$ cat src/rtl/riscv_pkg.sv
// Shared encodings and the E-stage shadow record for the pipeline control logic.
// Constants and types only; no timing or flow control lives here.
package riscv_pkg;

  localparam int unsigned RF_AW = 5;

  localparam logic [1:0] RES_ALU = 2'b00;
  localparam logic [1:0] RES_MEM = 2'b01;
  localparam logic [1:0] RES_PC4 = 2'b10;

  localparam logic [1:0] FWD_RF = 2'b00;
  localparam logic [1:0] FWD_W  = 2'b01;
  localparam logic [1:0] FWD_M  = 2'b10;

  typedef struct packed {
    logic [RF_AW-1:0] rs1;
    logic [RF_AW-1:0] rs2;
    logic [RF_AW-1:0] rd;
    logic             reg_write;
    logic [1:0]       result_src;
  } e_stage_t;

endpackage

$ cat src/rtl/hazard_fwd_unit_sat_counter.sv
// Up-counter that sticks at all-ones instead of wrapping.
// Registered output, one increment per edge with inc high; no backpressure.
module sat_counter #(
  parameter int unsigned CNT_W = 16
) (
  input  logic             clk,
  input  logic             rst_n,
  input  logic             inc,
  output logic [CNT_W-1:0] count
);

  logic [CNT_W-1:0] cnt_d, cnt_q;

  always_comb begin
    cnt_d = cnt_q;
    if (inc && (cnt_q != '1)) begin
      cnt_d = cnt_q + CNT_W'(1);
    end
  end

  always_ff @(posedge clk or negedge rst_n) begin
    if (!rst_n) begin
      cnt_q <= '0;
    end else begin
      cnt_q <= cnt_d;
    end
  end

  assign count = cnt_q;

endmodule

$ cat src/rtl/hazard_fwd_unit.sv
// EX operand forwarding, load-use stall and branch flush for the 5-stage pipeline.
// Selects and stall/flush are combinational from shadow state; counters are registered.
module hazard_fwd_unit
  import riscv_pkg::*;
#(
  parameter int unsigned REG_AW = RF_AW,
  parameter int unsigned CNT_W  = 16
) (
  input  logic              clk,
  input  logic              rst_n,
  input  logic [REG_AW-1:0] rs1_d,
  input  logic [REG_AW-1:0] rs2_d,
  input  logic [REG_AW-1:0] rd_d,
  input  logic              reg_write_d,
  input  logic [1:0]        result_src_d,
  input  logic              pc_src_e,
  output logic [1:0]        forward_a_e,
  output logic [1:0]        forward_b_e,
  output logic              stall_f,
  output logic              stall_d,
  output logic              flush_d,
  output logic              flush_e,
  output logic [CNT_W-1:0]  load_stall_cnt,
  output logic [CNT_W-1:0]  flush_cnt
);

  e_stage_t          e_d, e_q;
  logic [REG_AW-1:0] rd_m_d, rd_m_q, rd_w_d, rd_w_q;
  logic              reg_write_m_d, reg_write_m_q;
  logic              reg_write_w_d, reg_write_w_q;
  logic              lw_stall;

  // M outranks W because it holds the younger write to the same register.
  function automatic logic [1:0] fwd_sel(
    input logic [REG_AW-1:0] rs,
    input logic [REG_AW-1:0] rd_m,
    input logic              wr_m,
    input logic [REG_AW-1:0] rd_w,
    input logic              wr_w
  );
    logic [1:0] sel;
    sel = FWD_RF;
    if ((rs != '0) && (rs == rd_m) && wr_m) begin
      sel = FWD_M;
    end else if ((rs != '0) && (rs == rd_w) && wr_w) begin
      sel = FWD_W;
    end
    return sel;
  endfunction

  assign forward_a_e = fwd_sel(e_q.rs1, rd_m_q, reg_write_m_q, rd_w_q, reg_write_w_q);
  assign forward_b_e = fwd_sel(e_q.rs2, rd_m_q, reg_write_m_q, rd_w_q, reg_write_w_q);

  always_comb begin
    lw_stall = e_q.reg_write && (e_q.result_src == RES_MEM) && (e_q.rd != '0) &&
               ((rs1_d == e_q.rd) || (rs2_d == e_q.rd));
    stall_f  = lw_stall;
    stall_d  = lw_stall;
    flush_d  = pc_src_e;
    flush_e  = lw_stall | pc_src_e;
  end

  always_comb begin
    e_d = '{rs1: rs1_d, rs2: rs2_d, rd: rd_d, reg_write: reg_write_d, result_src: result_src_d};
    if (flush_e) begin
      e_d = '{rs1: '0, rs2: '0, rd: '0, reg_write: 1'b0, result_src: RES_ALU};
    end
    rd_m_d        = e_q.rd;
    reg_write_m_d = e_q.reg_write;
    rd_w_d        = rd_m_q;
    reg_write_w_d = reg_write_m_q;
  end

  always_ff @(posedge clk or negedge rst_n) begin
    if (!rst_n) begin
      e_q           <= '0;
      rd_m_q        <= '0;
      reg_write_m_q <= 1'b0;
      rd_w_q        <= '0;
      reg_write_w_q <= 1'b0;
    end else begin
      e_q           <= e_d;
      rd_m_q        <= rd_m_d;
      reg_write_m_q <= reg_write_m_d;
      rd_w_q        <= rd_w_d;
      reg_write_w_q <= reg_write_w_d;
    end
  end

  sat_counter #(.CNT_W(CNT_W)) u_load_stall_cnt (
    .clk   (clk),
    .rst_n (rst_n),
    .inc   (lw_stall),
    .count (load_stall_cnt)
  );

  sat_counter #(.CNT_W(CNT_W)) u_flush_cnt (
    .clk   (clk),
    .rst_n (rst_n),
    .inc   (pc_src_e),
    .count (flush_cnt)
  );

endmodule

$ cat config.mk
export PLATFORM = sky130hd
export DESIGN_NAME = hazard_fwd_unit
export DESIGN_NICKNAME = d
export VERILOG_FILES = /design/src/rtl/riscv_pkg.sv /design/src/rtl/hazard_fwd_unit_sat_counter.sv /design/src/rtl/hazard_fwd_unit.sv
export SDC_FILE = /design/constraint.sdc
export NUM_CORES = 1
export LEC_CHECK = 0
export ABC_AREA = 1
export BUFFER_PORTS_ARGS = -buffer_cell sky130_fd_sc_hd__clkbuf_2
export CORE_MARGIN = 2
export CORE_UTILIZATION = 49
export CTS_BUF_LIST = sky130_fd_sc_hd__clkbuf_2
export DETAILED_ROUTE_END_ITERATION = 7
export GPL_ROUTABILITY_DRIVEN = 0
export GPL_TIMING_DRIVEN = 0
export PLACE_DENSITY_LB_ADDON = 0.2
export SYNTH_ARGS = -nofsm -noshare
export SYNTH_HDL_FRONTEND = slang
export SYNTH_SLANG_ARGS = --single-unit
$ cat constraint.sdc
create_clock -name clk -period 1.97 [get_ports clk]
set_input_delay 0.394 -clock clk [delete_from_list [all_inputs] [get_ports clk]]
set_output_delay 0.394 -clock clk [all_outputs]
set_load 0.1 [all_outputs]
==> metrics <==
status finished with violations; violated checks hold timing, setup timing; Initial Utilization 50.8%; num ports 61; RSZ-0062 raised after global routing true; Worst Skew 0.0193 ns; Rel. slew slack 44.8%; final worst-path cycle share 117%; Critical Path AT 1.90 ns; PD cells 832 nW/um^2; sequential share of the synthesized area 44.7%; H-tree Lvls 3; dpl hpwl 5.75 mm; DIE WIDTH 88.1 um; worst-path cell chain inv_2 > nand2_1 > nand2_1 > nor2_1 > nand3_2 > nand2_4 > nand2_4 > clkinvlp_4 > buf_4 > buf_12; most common cell after layout, fill and taps aside nand2_1; final hold violation count 3; clock root buffer clkbuf_2; Fmax 0.435 GHz; Clock transition at path regs 0.18 ns; synth-to-layout area growth 26.1%; Detail Route Antenna Nets 0; CTS Buffer Depth 2; largest net degree at the start of global routing 63; wire per inst 12.6 um; core area 6830 um^2; First DRT Iteration DRCs 197; layout cell share with drive strength beyond 1 30.0%; #FFs+latches synth 62; DRC viols 0; Ys Warns 0; Sequential Power Share 42.3%; fin crit period 2.30 ns; n_diodes 0; Post-Place Cell Area 3980 um^2; max incr delay on CP 0.46 ns; Static Leak 0.00225 uW; layout net count 552; pre-CTS setup slack -0.335 ns; Post-synth ARST share 100%; Worst setup SP type flip-flop; most frequent cells in the layout nand2_1, clkbuf_2, inv_1; sw frac 40.5%; worst min path class in2async; Pint 2160 uW; drt via density 4.92; Pre-antenna DRT Iters 4; smallest hold slack -0.00929 ns; Worst Slack Setup Final -0.328 ns; Clk Latency, worst-skew pair 0.49 ns; CTS tree yes; Least-Margin Pin Slew 0.828 ns; CP delay by family, top simple AND/OR/NAND/NOR gates; Max Slew Vio Count 0; Rows 30; peak supply drop 1600 uV; CP endpoint kind primary output; Crit path buffers/inverters 4; synth unique cells 36; PortBufs 60; GRT Total Usage 22.2%; switching pwr 1480 uW; Syn Inst Count 449; Post-Route WL 7.91 mm; Avg Inst Size Synth 7.73 um^2; mapped cell area 3470 um^2; clock sinks 62; Critical path origin rd_m_d[1]; Die Y 88.1 um; via count 3100; Hold-fix buffers, CTS 0; number of global-route vias before repair 2987; Crit Path Max Fanout 4; initial antenna violation count 0; cts bufs inserted 9; DIE AREA 7770 um^2; fin area 4370 um^2; GRT overflow 0; Comb pwr share 29.6%; Worst EP required 1.58 ns; number of max-cap violations 0; Clock power frac 28.1%; final setup violation count 7; overall power 3640 uW; EDFF count, synth 0; critical path type reg2out; top_reg_cell synth dfrtp_1; first-pass GRT wire length 13.2 mm; filler instances 627; Post-Syn Nets 472; reg2reg start u_load_stall_cnt.count[0]; CP max-delay cell dfrtp_1
==> logic make-up after synthesis <==
logic type,after synthesis,synth area share (%)
and+or+nand+nor,261,34.7
buffers and inverters,75,9.48
DFF,62,44.7
AOI/OAI and AO/OA,25,4.36
xor gates and xnor gates,24,6.06
adders and majority gates,2,0.721
==> per-stage QoR <==
stage / instances / utilization [%] / TNS, ns / hold slack (ns)
after global routing: 630 / 64.0 / -2.86 / 0.0217
after CTS: 625 / 63.1 / -2.04 / 0.00347
final: 630 / 64.0 / -1.69 / -0.00929
after detailed placement: 605 / 58.2 / -0.725 / 0.372
after global placement: 605 / 58.2 / -0.623 / 0.359
after floorplan: 449 / - / -0.103 / 0.0984
==> final cells by class <==
class,count,area (um^2),area share [%]
clock inverter,7,113,2.57
sequential,62,1580,36.2
tap,96,120,2.75
timing repair buffer,70,513,11.7
multi-input combinational,312,1670,38.1
clock buffer,9,45.0,1.03
buffer,8,80.1,1.83
inverter,66,254,5.81
==> power by group through the flow <==
stage,registers (uW),logic [uW],clock network [uW]
global placement,1550,1040,0
floorplan,2060,325,0
CTS,1540,1080,1050
global route,1560,1150,1110
finish,1540,1080,1020
detailed placement,1560,1050,0
==> synth_stat cells (all sizes together), types with 2 or more instances <==
master / n / area (um^2)
a21oi: 2 / 10.0
buf: 9 / 78.8
dfrtp: 62 / 1550
ha: 2 / 25.0
inv: 65 / 246
nand2: 141 / 552
nand3: 20 / 118
nand3b: 2 / 22.5
nand4: 29 / 196
nor2: 54 / 213
nor3: 10 / 66.3
o2111ai: 2 / 17.5
o21ai: 18 / 105
o22ai: 3 / 18.8
or2: 2 / 12.5
xnor2: 12 / 105
xor2: 12 / 105
==> what timing repair did <==
item	CTS	global route
setup buffers	5	5
endpoints found under the setup margin	7	8
pin swaps	4	3
gates resized for setup	26	15
==> sequential cells by signal, indices dropped and copies added, names as in the netlist <==
register                flops
reg_write_m_q               1
reg_write_w_q               1
u_flush_cnt.count          16
reg_write_m_d               1
rd_m_q                      5
rd_w_q                      5
u_load_stall_cnt.count     16
e_q                        12
rd_m_d                      5
==> final timing paths <==
path,end,slack (ns),depth (start not counted)
setup reg to reg,u_load_stall_cnt.count[15],0.17,7
hold / removal,rd_w_q[1],-0.009,1
min in group clk,rd_m_d[0],0.08,3
max in group asynchronous,u_flush_cnt.count[1],1.38,1
setup / recovery,stall_d,-0.33,10
hold reg to reg,reg_write_m_q,0.40,0
==> worst reg2reg max path: stages, from the launching register on <==
cell and delay, ns:
dfrtp_2 0.47, ha_1 0.26, nand3_1 0.16, clkinv_1 0.19, nand4_4 0.21, buf_2 0.26, nand4_1 0.14, nand2_1 0.07
==> layer usage <==
metal  global-route usage, %  wire [um]
met1                    28.6       3570
met2                    35.7       3820
met3                    5.28        353
met4                    9.92        160
met5                       0          0
Power figures use the tool's default switching activity.
